`config.mk`:
```
export PLATFORM = sky130hd
export DESIGN_NAME = cordic_vector_iter
export DESIGN_NICKNAME = d
export VERILOG_FILES = /design/src/rtl/cordic_vector_iter.sv
export SDC_FILE = /design/constraint.sdc
export NUM_CORES = 1
export LEC_CHECK = 0
export CAP_MARGIN = 15
export CORE_UTILIZATION = 30
export DETAILED_ROUTE_END_ITERATION = 7
export GPL_TIMING_DRIVEN = 0
export PLACE_DENSITY_LB_ADDON = 0.2
export SLEW_MARGIN = 10
export SYNTH_ARGS = -nofsm -noshare
export SYNTH_HDL_FRONTEND = slang
export SYNTH_SLANG_ARGS = --single-unit
```
`constraint.sdc`:
```
create_clock -name clk -period 5.2 [get_ports clk]
set_input_delay 1.56 -clock clk [delete_from_list [all_inputs] [get_ports clk]]
set_output_delay 1.56 -clock clk [all_outputs]
set_load 0.05 [all_outputs]
```
`src/rtl/cordic_vector_iter.sv`:
```
// Iterative vectoring-mode CORDIC: magnitude and atan2 of (Xin, Yin), one micro-rotation per clock.
// Optional CORDIC_GAIN_COMP_EN scales the final magnitude by ~0.6074 to remove the CORDIC gain.
module cordic_vector_iter #(
    parameter int ITER = 16
) (
    input  logic               clk,
    input  logic               rst,
    input  logic               start,
    input  logic signed [17:0] Xin,
    input  logic signed [17:0] Yin,
    output logic signed [17:0] Mag,
    output logic signed [17:0] Angle,
    output logic               busy,
    output logic               done
);

    typedef enum logic [1:0] {IDLE, ROT, DONE} state_t;

    state_t             state_q, state_d;
    logic signed [19:0] x_q, x_d, y_q, y_d;
    logic signed [17:0] z_q, z_d;
    logic [4:0]         i_q, i_d;
    logic               zero_q, zero_d;
    logic signed [17:0] mag_q, mag_d, ang_q, ang_d;
    logic               busy_q, busy_d, done_q, done_d;

    logic signed [19:0] xe, ye, x_sh, y_sh, mag_raw;

    function automatic logic signed [17:0] atan_lut(input logic [4:0] i);
        case (i)
            5'd0:    atan_lut = 18'sd32768;
            5'd1:    atan_lut = 18'sd19344;
            5'd2:    atan_lut = 18'sd10221;
            5'd3:    atan_lut = 18'sd5188;
            5'd4:    atan_lut = 18'sd2604;
            5'd5:    atan_lut = 18'sd1303;
            5'd6:    atan_lut = 18'sd652;
            5'd7:    atan_lut = 18'sd326;
            5'd8:    atan_lut = 18'sd163;
            5'd9:    atan_lut = 18'sd81;
            5'd10:   atan_lut = 18'sd41;
            5'd11:   atan_lut = 18'sd20;
            5'd12:   atan_lut = 18'sd10;
            5'd13:   atan_lut = 18'sd5;
            5'd14:   atan_lut = 18'sd3;
            5'd15:   atan_lut = 18'sd1;
            default: atan_lut = 18'sd0;
        endcase
    endfunction

    always_comb begin
        state_d = state_q;
        x_d     = x_q;
        y_d     = y_q;
        z_d     = z_q;
        i_d     = i_q;
        zero_d  = zero_q;
        mag_d   = mag_q;
        ang_d   = ang_q;
        busy_d  = busy_q;
        done_d  = 1'b0;
        xe      = {{2{Xin[17]}}, Xin};
        ye      = {{2{Yin[17]}}, Yin};
        x_sh    = x_q >>> i_q;
        y_sh    = y_q >>> i_q;
`ifdef CORDIC_GAIN_COMP_EN
        mag_raw = (x_q >>> 1) + (x_q >>> 3) - (x_q >>> 6) - (x_q >>> 9);
`else
        mag_raw = x_q;
`endif
        unique case (state_q)
            IDLE, DONE: begin
                state_d = IDLE;
                if (start) begin
                    state_d = ROT;
                    busy_d  = 1'b1;
                    i_d     = 5'd0;
                    zero_d  = (Xin == 18'sd0) && (Yin == 18'sd0);
                    // Left half-plane operands are pre-rotated by +/-90 deg into the right half
                    if (!Xin[17]) begin
                        x_d = xe;
                        y_d = ye;
                        z_d = 18'sd0;
                    end else if (!Yin[17]) begin
                        x_d = ye;
                        y_d = -xe;
                        z_d = 18'sd65536;
                    end else begin
                        x_d = -ye;
                        y_d = xe;
                        z_d = -18'sd65536;
                    end
                end
            end
            ROT: begin
                if (i_q == 5'(ITER)) begin
                    state_d = DONE;
                    busy_d  = 1'b0;
                    done_d  = 1'b1;
                    ang_d   = zero_q ? 18'sd0 : z_q;
                    if (mag_raw > 20'sd131071)
                        mag_d = 18'sd131071;
                    else if (mag_raw < -20'sd131072)
                        mag_d = -18'sd131072;
                    else
                        mag_d = mag_raw[17:0];
                end else begin
                    i_d = i_q + 5'd1;
                    if (!y_q[19]) begin
                        x_d = x_q + y_sh;
                        y_d = y_q - x_sh;
                        z_d = z_q + atan_lut(i_q);
                    end else begin
                        x_d = x_q - y_sh;
                        y_d = y_q + x_sh;
                        z_d = z_q - atan_lut(i_q);
                    end
                end
            end
            default: state_d = IDLE;
        endcase
    end

    always_ff @(posedge clk or posedge rst) begin
        if (rst) begin
            state_q <= IDLE;
            x_q     <= '0;
            y_q     <= '0;
            z_q     <= '0;
            i_q     <= '0;
            zero_q  <= 1'b0;
            mag_q   <= '0;
            ang_q   <= '0;
            busy_q  <= 1'b0;
            done_q  <= 1'b0;
        end else begin
            state_q <= state_d;
            x_q     <= x_d;
            y_q     <= y_d;
            z_q     <= z_d;
            i_q     <= i_d;
            zero_q  <= zero_d;
            mag_q   <= mag_d;
            ang_q   <= ang_d;
            busy_q  <= busy_d;
            done_q  <= done_d;
        end
    end

    assign Mag   = mag_q;
    assign Angle = ang_q;
    assign busy  = busy_q;
    assign done  = done_q;

endmodule

```
-- Word level (Yosys, flattened, before mapping)
Memory sizes are Yosys's and may differ from the RTL's.
Index checks and enable logic that the tools add are counted.
Widths: inputs -> output; s select.
- logic and storage cells: 81
- bits in registers: 104
- latch bits: 0
- memories: 2
- input bits: 39
- output and inout port bits: 38
- bits in read-only memories: 512
- memory bits (writable): 0
- memories (name ; depth ; bits a word ; read ports ; clocked after memory_dff ; wr ports ; line ; source):
    (no name shown) ; 16 ; 16 ; 1 ; 0 ; 0 ; 30 ; case (i)
    (no name shown) ; 16 ; 16 ; 1 ; 0 ; 0 ; 30 ;
- shifts and indexed selects: 2
- order comparisons: 2
- multiplexer cells: 40
- add/subtract/negate cells: 9
- equal/unequal tests: 6
- reduce and logical (&&, ||, !) cells: 10
- div/mod/pow operators: 0
- bitwise logic cells: 0
- $mul: 0
- operators with widths (operator ; number):
    $mux 18 ; 16
    $mux 20 ; 10
    $pmux 20 s2 ; 2
    $add 20x20->20 ; 2
    $neg 18->20 ; 2
    $sshr 20x5->20 ; 2
    $sub 20x20->20 ; 2
    $logic_not 18->1 ; 2
    $pmux 18 s2 ; 1
    $gt 20x18->1 const B ; 1
    $lt 20x18->1 const B ; 1
    $add 18x18->18 ; 1
    $sub 18x18->18 ; 1
    $mux 5 ; 2
    $pmux 5 s2 ; 1
    $ne 2x2->1 const B ; 3
    $reduce_and 3->1 ; 2
    $add 5x1->5 const B ; 1
    $eq 5x5->1 const B ; 1
    $mux 1 ; 5
    $pmux 2 s2 ; 1
    $reduce_and 2->1 ; 2
    $eq 2x1->1 const B ; 1
    $eq 2x2->1 const B ; 1
    6 further kinds ; 6

-- Longest topological paths before layout
Gate-level depths: netlist (run 1).
An unclocked memory read counts as a cell.
- depth after elaboration: 9
- mapped depth: 23
- depth with buffers taken out: 19

-- Least setup slack after synthesis (run 1)
No wires, ideal clock.
- path type: register to register
- start point: register i_q[0]
- end point: register x_q[19], in the netlist mag_raw[19]
- buffers on the path: 2
- required time: 5.078 ns
- cell stages (with the launch flop): 22
- setup slack: 0.310 ns
- clock period less this slack: 4.890 ns
- library setup time: 0.122 ns
- data arrival time: 4.768 ns
- cell sequence: dfrtp_1 buf_6 buf_12 mux4_1 mux4_2 mux2i_2 ha_1 o311ai_0 nor3b_4 and2_1 a211oi_1 a21oi_1 o22ai_1 ha_1 a21oi_1 o221ai_1 a21oi_1 a21boi_0 o211ai_1 nand3b_1 a32oi_1 nand2b_1
- longest elaborated chain between the ends: 5
- elaborated cells between the ends (all ways): 9
- classes of those cells: add/sub: 2; eq/ne: 2; shift: 1; mux: 3; reduce/logical: 1
- RTL lines (what ; line ; source):
    start, declared ; 22 ; logic [4:0] i_q, i_d;
    start signal, assigned ; 141 ; i_q <= i_d;
    $sshr 20x5->20 ; 65 ; y_sh = y_q >>> i_q;
    $add 20x20->20 / $sub 20x20->20 (equally long branches) ; 110, 114 ;
    $mux 20 ; 109 ; if (!y_q[19]) begin
    $mux 20 ; 96 ; if (i_q == 5'(ITER)) begin
    $pmux 20 s2 ; 71 ; unique case (state_q)
    end signal, assigned ; 127 ; x_q <= '0;
    end signal, assigned ; 138 ; x_q <= x_d;
    end, declared ; 20 ; logic signed [19:0] x_q, x_d, y_q, y_d;
Several ways; a longest one is shown, not always the timed one. The select of a mux whose other input is x is not followed.
A chain may end at the register's enable or synchronous reset.

-- Worst setup path in the final report (run 1)
Same ends and word-level chain as after synthesis.

==> results.py, run 1 <==
metrics = {
    "timing": {
        "max_slew_margin": 0.325,
        "slew_viol_final": 0,
        "setup_tns_ns": 0,
        "hold_viol": 0,
        "setup-violations-final": 0,
        "period_share": 0.975,
        "tightest_slew_ns": 1.01,
        "holdWs_ns": 0.478,
        "clock_skew_ns": 0.0160,
        "max_freq_mhz": 197,
        "period_minus_slack_ns": 5.07,
    },
    "critical_path": {
        "worst_setup_path_end_kind": "flop",
        "cp.required_ns": 5.47,
        "critPathBufInv": 3,
        "slowest_stage": "mux4_1",
        "critPathLaunchType": "flop",
        "crit_arrival_ns": 5.34,
        "crit_chain": "buf_12 > buf_12 > mux4_1 > mux4_2 > mux2i_4 > ha_4 > o311ai_4 > buf_2 > nor3b_4 > and2_4 > a211oi_1 > a21oi_1 > o22ai_1 > ha_4 > nand3_2 > o221ai_1 > a21oi_2 > a21boi_1 > o211ai_1 > a21bo_1 > a32oi_1 > nand2b_1",
        "critical_path_class": "flop to flop",
        "crit_family": "compound AO/OA/AOI/OAI gates",
        "crit_path_max_fanout": 8,
        "rr_startpoint": "i_q[0]$_DFFE_PP0P_",
        "cpPeakStageDelay_ns": 0.55,
        "crit_start": "i_q[0]$_DFFE_PP0P_",
    },
    "global_route": {
        "first_global_vias": 11897,
        "grt_util_all_layers": 0.247,
        "antenna_found_initial": 0,
        "globalRoute.totalOverflow": 0,
        "grt_pass1_wl_um": 76300,
        "grt_max_degree": 69,
    },
    "yosys": {
        "synth_top_area_frac": 0.215,
        "netlist_area_mm2": 0.0121,
        "yosysTopAreaCell": "dfrtp_1",
        "synth.most_common_cell": "nand2_1",
        "synth.top_cells.by_count": "165 x nand2_1, 144 x o21ai_0, 119 x a21oi_1",
        "synth_nets": 1596,
        "ys_types": 84,
        "synth_edf_count": 0,
        "ys.flop_type": "dfrtp_1",
        "netlist_top_cells_area": "dfrtp_1 22%, mux4_2 7.5%, ha_1 7.3%",
        "ys_ff_latch": 104,
        "synthCells": 1483,
        "yosysWarnings": 0,
        "async_flop_share": 1.00,
        "syn_area_per_cell_um2": 8.15,
        "seq_area_frac_synth": 0.215,
    },
    "placed_design": {
        "portBuffers": 75,
        "place_congestion": 0.995,
        "place_hpwl_um": 39600,
    },
    "min_path": {
        "worstHoldPathType": "flop to flop",
        "worstHoldStart": "busy$_DFFE_PP0P_",
    },
    "route": {
        "drt-pass1-iter-count": 5,
        "wl_um": 51000,
        "via_per_inst": 5.87,
        "drc": 0,
        "routedWlPerCell_um": 24.0,
        "dr_total_vias": 12464,
        "drt_iter0_markers": 955,
        "ant_nets": 0,
    },
    "die": {
        "coreArea_mm2": 0.0397,
        "dieArea_mm2": 0.0411,
        "die_y_um": 203,
        "ioPinCount": 77,
        "initial_core_util": 0.304,
        "rows": 73,
        "die_x_um": 203,
    },
    "cells_and_area": {
        "register_area_mm2": 0.00260,
        "nets": 1706,
        "diodes": 0,
        "nFillCells": 4175,
        "multi_input_area_mm2": 0.00926,
        "final_util": 0.366,
        "syn_to_final_growth_pct": 20.4,
        "drive_above_1_share": 0.146,
    },
    "cts": {
        "clk_path_buf_depth": 2,
        "clk_latency_ns": 0.38,
        "hold_buffers": 0,
        "clock-root-buffer": "clkbuf_16",
        "cts_sinks": 104,
        "cts.clk_slew.worst_paths_ns": 0.09,
        "numCtsBuffers": 9,
        "cts_tree": "built",
        "cts_max_level": 3,
    },
    "run_status": {
        "status": "finished clean",
    },
    "flow_run": {
        "timing.max_cap.violations": 0,
    },
}
==> cells by family after synthesis <==
family / synth area share
AND/OR/NAND/NOR: 0.194
AO/OA/AOI/OAI: 0.242
multiplexers: 0.138
flip-flops: 0.215
XOR/XNOR: 0.0758
adder cells (fa/ha/maj): 0.0784
buffers and inverters: 0.0571
==> sequential cells by signal (all words and copies together) (netlist names) <==
register  count
busy          1
mag_raw      20
z_q          18
Angle        18
Mag          18
zero_q        1
state_q       2
i_q           5
y_q          20
done          1
==> placed cells by master (no fill, tap or decap), types with 10 or more instances in the layout <==
cell type and n:
nand3_1 37, xor2_1 41, and2_1 11, mux4_2 43
mux2i_1 29, nor2_1 114, nor2b_1 14, mux2_2 13
a21oi_1 110, buf_4 35, nor4_1 11, dfrtp_1 104
inv_1 42, nor3_1 24, clkbuf_16 10, buf_2 10
nand2b_1 33, a31oi_1 14, a21o_1 17, o21a_1 10
ha_1 63, nand2_1 163, or3_1 19, clkdlybuf4s50_1 75
xnor2_1 57, clkbuf_1 56, o31ai_1 16, o21ai_0 135
o211ai_1 12, a211oi_1 31
==> worst min-delay path, stage by stage (launching register included) <==
cell,delay (ns)
dfrtp_1,0.35
nand2_1,0.05
nand2_1,0.05
==> layout make-up <==
type                       instances  area share
inverter                          47      0.0129
multi-input combinational       1227       0.636
sequential                       104       0.179
timing repair buffer             100      0.0669
tap                              525      0.0451
clock buffer                       9      0.0155
clock inverter                     7     0.00645
buffer                           104      0.0382
==> stage by stage <==
step           worst slack [ns]  instance area, um2  instances
2_1_floorplan             0.310               12100       1483
3_3_place_gp              -1.07               13500       2083
3_5_place_dp             -0.619               13500       2085
4_1_cts                  0.0217               14100       2106
5_1_grt                 -0.0200               14600       2123
6_report                  0.131               14600       2123
==> final timing paths <==
check | to | slack, ns | depth (start not counted)
min reg2reg | busy$_DFFE_PP0P_ | 0.48 | 2
max | mag_raw[19]$_DFFE_PP0P_ | 0.13 | 22
max in group asynchronous | y_q[17]$_DFFE_PP0P_ | 2.95 | 3
min in group asynchronous | Angle[11]$_DFFE_PP0P_ | 1.54 | 2
min | busy$_DFFE_PP0P_ | 0.48 | 2
max reg2reg | mag_raw[19]$_DFFE_PP0P_ | 0.13 | 22
==> metal layers <==
| layer | up-vias | routed length [um] | global-route usage |
|---|---|---|---|
| met2 | 542 | 23400 | 0.398 |
| met4 | 0 | 2020 | 0.101 |
| met5 | - | 0 | 0 |
| met3 | 107 | 3390 | 0.0337 |
| li1 | 5704 | - | - |
| met1 | 6111 | 22100 | 0.331 |
==> timing repair <==
action                                  in CTS  in global routing
setup buffers                                6                 16
gates resized for setup                     54                 75
gates cloned                                 0                  1
endpoints found under the setup margin      29                 19
pin swaps                                    6                 26
Power of run 1 is left out: the tool's default activity adds up to more than one toggle a clock period on the data nets, which glitch-free logic cannot reach.
==> run 2, diff against run 1 <==
--- a/config.mk
+++ b/config.mk
@@ -10,6 +10,7 @@
 export DETAILED_ROUTE_END_ITERATION = 7
 export GPL_TIMING_DRIVEN = 0
 export PLACE_DENSITY_LB_ADDON = 0.2
+export SKIP_CTS_REPAIR_TIMING = 1
 export SLEW_MARGIN = 10
 export SYNTH_ARGS = -nofsm -noshare
 export SYNTH_HDL_FRONTEND = slang
==> results.py, run 2 (synthesis results as in run 1) <==
metrics = {
    "route": {
        "via_per_inst": 5.87,
        "wl_um": 50900,
        "drc": 0,
        "routedWlPerCell_um": 24.0,
        "dr_total_vias": 12435,
        "ant_nets": 0,
        "drt_iter0_markers": 1128,
        "drt-pass1-iter-count": 5,
    },
    "run_status": {
        "status": "finished clean",
    },
    "global_route": {
        "first_global_vias": 11829,
        "globalRoute.totalOverflow": 0,
        "grt_pass1_wl_um": 76000,
        "antenna_found_initial": 0,
        "grt_util_all_layers": 0.246,
        "grt_max_degree": 69,
    },
    "cells_and_area": {
        "final_common_cell": "nand2_1",
        "final_util": 0.364,
        "syn_to_final_growth_pct": 19.7,
        "fin_area_mm2": 0.0145,
        "fin_cells": 2118,
        "diodes": 0,
        "nets": 1701,
        "final_cell_mix": "164 x nand2_1, 136 x o21ai_0, 114 x nor2_1",
        "drive_above_1_share": 0.141,
    },
    "min_path": {
        "worstHoldStart": "busy$_DFFE_PP0P_",
        "hold_depth": 2,
        "worstHoldPathType": "flop to flop",
    },
    "die": {
        "die_y_um": 203,
        "die_x_um": 203,
        "coreArea_mm2": 0.0397,
        "ioPinCount": 77,
        "dieArea_mm2": 0.0411,
        "rows": 73,
        "initial_core_util": 0.304,
    },
    "critical_path": {
        "cpPeakStageDelay_ns": 0.60,
        "rr_startpoint": "i_q[0]$_DFFE_PP0P_",
        "worst_setup_path_end_kind": "flop",
        "r2r_cells": 20,
        "critical_path_class": "flop to flop",
        "slowest_stage": "mux4_1",
        "crit_arrival_ns": 5.32,
        "critPathBufInv": 3,
        "cp.required_ns": 5.42,
        "cp.depth": 20,
        "crit_start": "i_q[0]$_DFFE_PP0P_",
        "crit_path_max_fanout": 7,
        "critPathLaunchType": "flop",
        "crit_chain": "buf_12 > buf_12 > buf_12 > mux4_1 > mux2i_1 > mux4_2 > nor2b_1 > and4_2 > nor2_1 > xnor2_2 > ha_1 > a21o_1 > a21oi_2 > o31ai_2 > a21o_1 > o22a_2 > a221oi_4 > a21oi_2 > xnor3_1 > o22ai_1",
        "timing.critical_path.mode_cell": "buf_12",
        "crit_family": "compound AO/OA/AOI/OAI gates",
    },
    "placed_design": {
        "portBuffers": 75,
        "place_congestion": 0.995,
        "post-place-cells": 2085,
        "placed_cell_area_mm2": 0.0135,
        "place_hpwl_um": 39600,
    },
    "timing": {
        "tightest_slew_ns": 0.993,
        "max_slew_margin": 0.338,
        "max_freq_mhz": 196,
        "period_minus_slack_ns": 5.10,
        "period_share": 0.981,
        "clock_skew_ns": 0.0161,
        "hold_viol": 0,
        "slew_viol_final": 0,
        "setup_tns_ns": 0,
        "setup-violations-final": 0,
    },
    "cts": {
        "numCtsBuffers": 9,
        "cts.clk_slew.worst_paths_ns": 0.09,
        "clk_path_buf_depth": 2,
        "clk_latency_ns": 0.38,
        "clock-root-buffer": "clkbuf_16",
        "cts_sinks": 104,
        "cts_max_level": 3,
        "cts_tree": "built",
    },
    "flow_run": {
        "timing.max_cap.violations": 0,
    },
}
## run 2: worst reg2reg max path: stages, from the launching register on
cell and delay [ns]:
dfrtp_2 0.40, buf_12 0.14, buf_12 0.14, buf_12 0.12, mux4_1 0.60, mux2i_1 0.31, mux4_2 0.37, nor2b_1 0.25
and4_2 0.32, nor2_1 0.08, xnor2_2 0.26, ha_1 0.33, a21o_1 0.21, a21oi_2 0.16, o31ai_2 0.11, a21o_1 0.21
o22a_2 0.24, a221oi_4 0.30, a21oi_2 0.09, xnor3_1 0.22, o22ai_1 0.07
## run 2: final timing paths
kind,endpoint,slack (ns)
worst max-delay path,y_q[19]$_DFFE_PP0P_,0.1
min in group asynchronous,Angle[11]$_DFFE_PP0P_,1.54
worst min-delay path,busy$_DFFE_PP0P_,0.48
worst max register to register,y_q[19]$_DFFE_PP0P_,0.1
max in group asynchronous,y_q[17]$_DFFE_PP0P_,2.96
worst min register to register,busy$_DFFE_PP0P_,0.48
## run 2: routing by layer
| layer | up-vias | routed length, um | track usage |
|---|---|---|---|
| met1 | 6131 | 22200 | 0.330 |
| li1 | 5693 | - | - |
| met3 | 106 | 3230 | 0.0345 |
| met2 | 505 | 23400 | 0.396 |
| met5 | - | 0 | 0 |
| met4 | 0 | 2090 | 0.0994 |
## run 2: final cells by class
type,count,area (um2)
buffer,104,548
clock buffer,9,225
clock inverter,7,93.8
fill,4190,25300
inverter,47,186
multi-input combinational,1227,9220
sequential,104,2610
tap,525,657
timing repair buffer,95,931
## run 2: stage by stage
| stage | setup WS [ns] | hold WS [ns] |
|---|---|---|
| 2_1_floorplan | 0.310 | 0.469 |
| 3_3_place_gp | -1.07 | 0.463 |
| 3_5_place_dp | -0.619 | 0.465 |
| 4_1_cts | -0.676 | 0.487 |
| 5_1_grt | -0.0377 | 0.510 |
| 6_report | 0.0992 | 0.478 |
Power of run 2 is left out for the same reason.
==> run 3, diff against run 2 <==
--- a/config.mk
+++ b/config.mk
@@ -6,6 +6,7 @@
 export NUM_CORES = 1
 export LEC_CHECK = 0
 export CAP_MARGIN = 15
+export CORE_MARGIN = 2
 export CORE_UTILIZATION = 30
 export DETAILED_ROUTE_END_ITERATION = 7
 export GPL_TIMING_DRIVEN = 0
==> results.py, run 3 (synthesis results as in run 1) <==
metrics = {
    "cts": {
        "clk_path_buf_depth": 2,
        "cts.clk_slew.worst_paths_ns": 0.08,
        "cts_max_level": 3,
        "clk_latency_ns": 0.39,
        "clock-root-buffer": "clkbuf_16",
        "cts_tree": "built",
        "numCtsBuffers": 9,
        "cts_sinks": 104,
    },
    "die": {
        "rows": 73,
        "die_y_um": 205,
        "coreArea_mm2": 0.0397,
        "ioPinCount": 77,
        "dieArea_mm2": 0.0419,
        "initial_core_util": 0.304,
        "die_x_um": 205,
    },
    "global_route": {
        "grt_max_degree": 65,
        "first_global_vias": 11836,
        "grt_pass1_wl_um": 75400,
        "globalRoute.totalOverflow": 0,
        "grt_util_all_layers": 0.241,
        "antenna_found_initial": 1,
    },
    "route": {
        "dr_total_vias": 12399,
        "drc": 0,
        "drt-pass1-iter-count": 5,
        "wl_um": 50800,
        "routedWlPerCell_um": 24.1,
        "via_per_inst": 5.88,
        "ant_nets": 0,
        "drt_iter0_markers": 821,
    },
    "cells_and_area": {
        "diodes": 0,
        "multi_input_area_mm2": 0.00924,
        "final_common_cell": "nand2_1",
        "nets": 1692,
        "register_area_mm2": 0.00261,
        "drive_above_1_share": 0.136,
        "fin_cells": 2109,
        "final_cell_mix": "164 x nand2_1, 138 x o21ai_0, 114 x nor2_1",
        "nFillCells": 4134,
        "final_util": 0.363,
        "syn_to_final_growth_pct": 19.1,
    },
    "timing": {
        "slew_viol_final": 0,
        "holdWs_ns": 0.480,
        "max_freq_mhz": 196,
        "period_share": 0.979,
        "max_slew_margin": 0.340,
        "setup-violations-final": 0,
        "tightest_slew_ns": 0.988,
        "hold_viol": 0,
        "period_minus_slack_ns": 5.09,
        "clock_skew_ns": 0.0124,
    },
    "placed_design": {
        "place_congestion": 0.961,
        "post-place-cells": 2085,
        "place_hpwl_um": 39300,
        "portBuffers": 75,
    },
    "critical_path": {
        "crit_chain": "clkbuf_2 > mux4_2 > mux2_2 > nand2b_1 > a311oi_2 > and4_4 > nor2_1 > xnor2_2 > ha_1 > a21o_1 > a21oi_2 > o31ai_2 > a21o_1 > o22a_2 > a221oi_4 > a21oi_2 > xnor3_1 > o22ai_1",
        "slowest_stage": "mux4_2",
        "crit_path_max_fanout": 10,
        "worst_setup_path_end_kind": "flop",
        "cp.required_ns": 5.43,
        "crit_arrival_ns": 5.32,
        "critPathLaunchType": "flop",
        "cpPeakStageDelay_ns": 0.54,
        "critical_path_class": "flop to flop",
    },
    "flow_run": {
        "timing.max_cap.violations": 0,
    },
    "min_path": {
        "worstHoldPathType": "flop to flop",
    },
    "run_status": {
        "status": "finished clean",
    },
}
## run 3: cell count changes in the layout (fill, tap and decap cells not counted), sizes merged
cell / change
buf: -8
clkinv: +1
clkbuf: -1
clkinvlp: -1
## run 3: stage by stage
stage               setup WS [ns]  setup TNS (ns)  instance area [um2]
finish                      0.107               0                14400
global route              -0.0359         -0.0426                14400
CTS                        -0.679           -7.81                13800
detailed placement         -0.632           -6.79                13500
global placement            -1.09         -118.68                13500
floorplan                   0.310               0                12100
## run 3: per-layer routing
metal,GRT usage,vias up,wire length [um],part of all wire
li1,-,5668,-,-
met1,0.323,6122,22500,0.44
met2,0.385,499,23000,0.45
met4,0.0994,0,2110,0.042
met5,0,-,0,0
met3,0.0379,110,3120,0.061
## run 3: layout make-up
type,instances,share of cell area
Multi-Input combinational cell,1227,0.642
Sequential cell,104,0.181
Timing Repair Buffer,86,0.0590
Tap cell,525,0.0456
Buffer,104,0.0381
Clock buffer,9,0.0156
Inverter,47,0.0129
Clock inverter,7,0.00617
## run 3: worst paths after layout
kind | from | to | slack [ns] | cells past startpoint
min in group asynchronous | rst | Angle[12]$_DFFE_PP0P_ | 1.55 | 2
hold reg to reg | Angle[1]$_DFFE_PP0P_ | Angle[1]$_DFFE_PP0P_ | 0.48 | 2
setup reg to reg | mag_raw[17]$_DFFE_PP0P_ | y_q[19]$_DFFE_PP0P_ | 0.11 | 18
setup / recovery | mag_raw[17]$_DFFE_PP0P_ | y_q[19]$_DFFE_PP0P_ | 0.11 | 18
max in group asynchronous | rst | y_q[16]$_DFFE_PP0P_ | 2.94 | 3
hold / removal | Angle[1]$_DFFE_PP0P_ | Angle[1]$_DFFE_PP0P_ | 0.48 | 2
## run 3: critical path: cells and delay by family (launching register included)
family | cells | cell delay (ns)
AO/OA/AOI/OAI | 9 | 1.82
multiplexers | 2 | 0.86
AND/OR/NAND/NOR | 3 | 0.57
XOR/XNOR | 2 | 0.55
flip-flops | 1 | 0.48
adder cells (fa/ha/maj) | 1 | 0.34
buffers and inverters | 1 | 0.31
Power of run 3 is left out for the same reason.
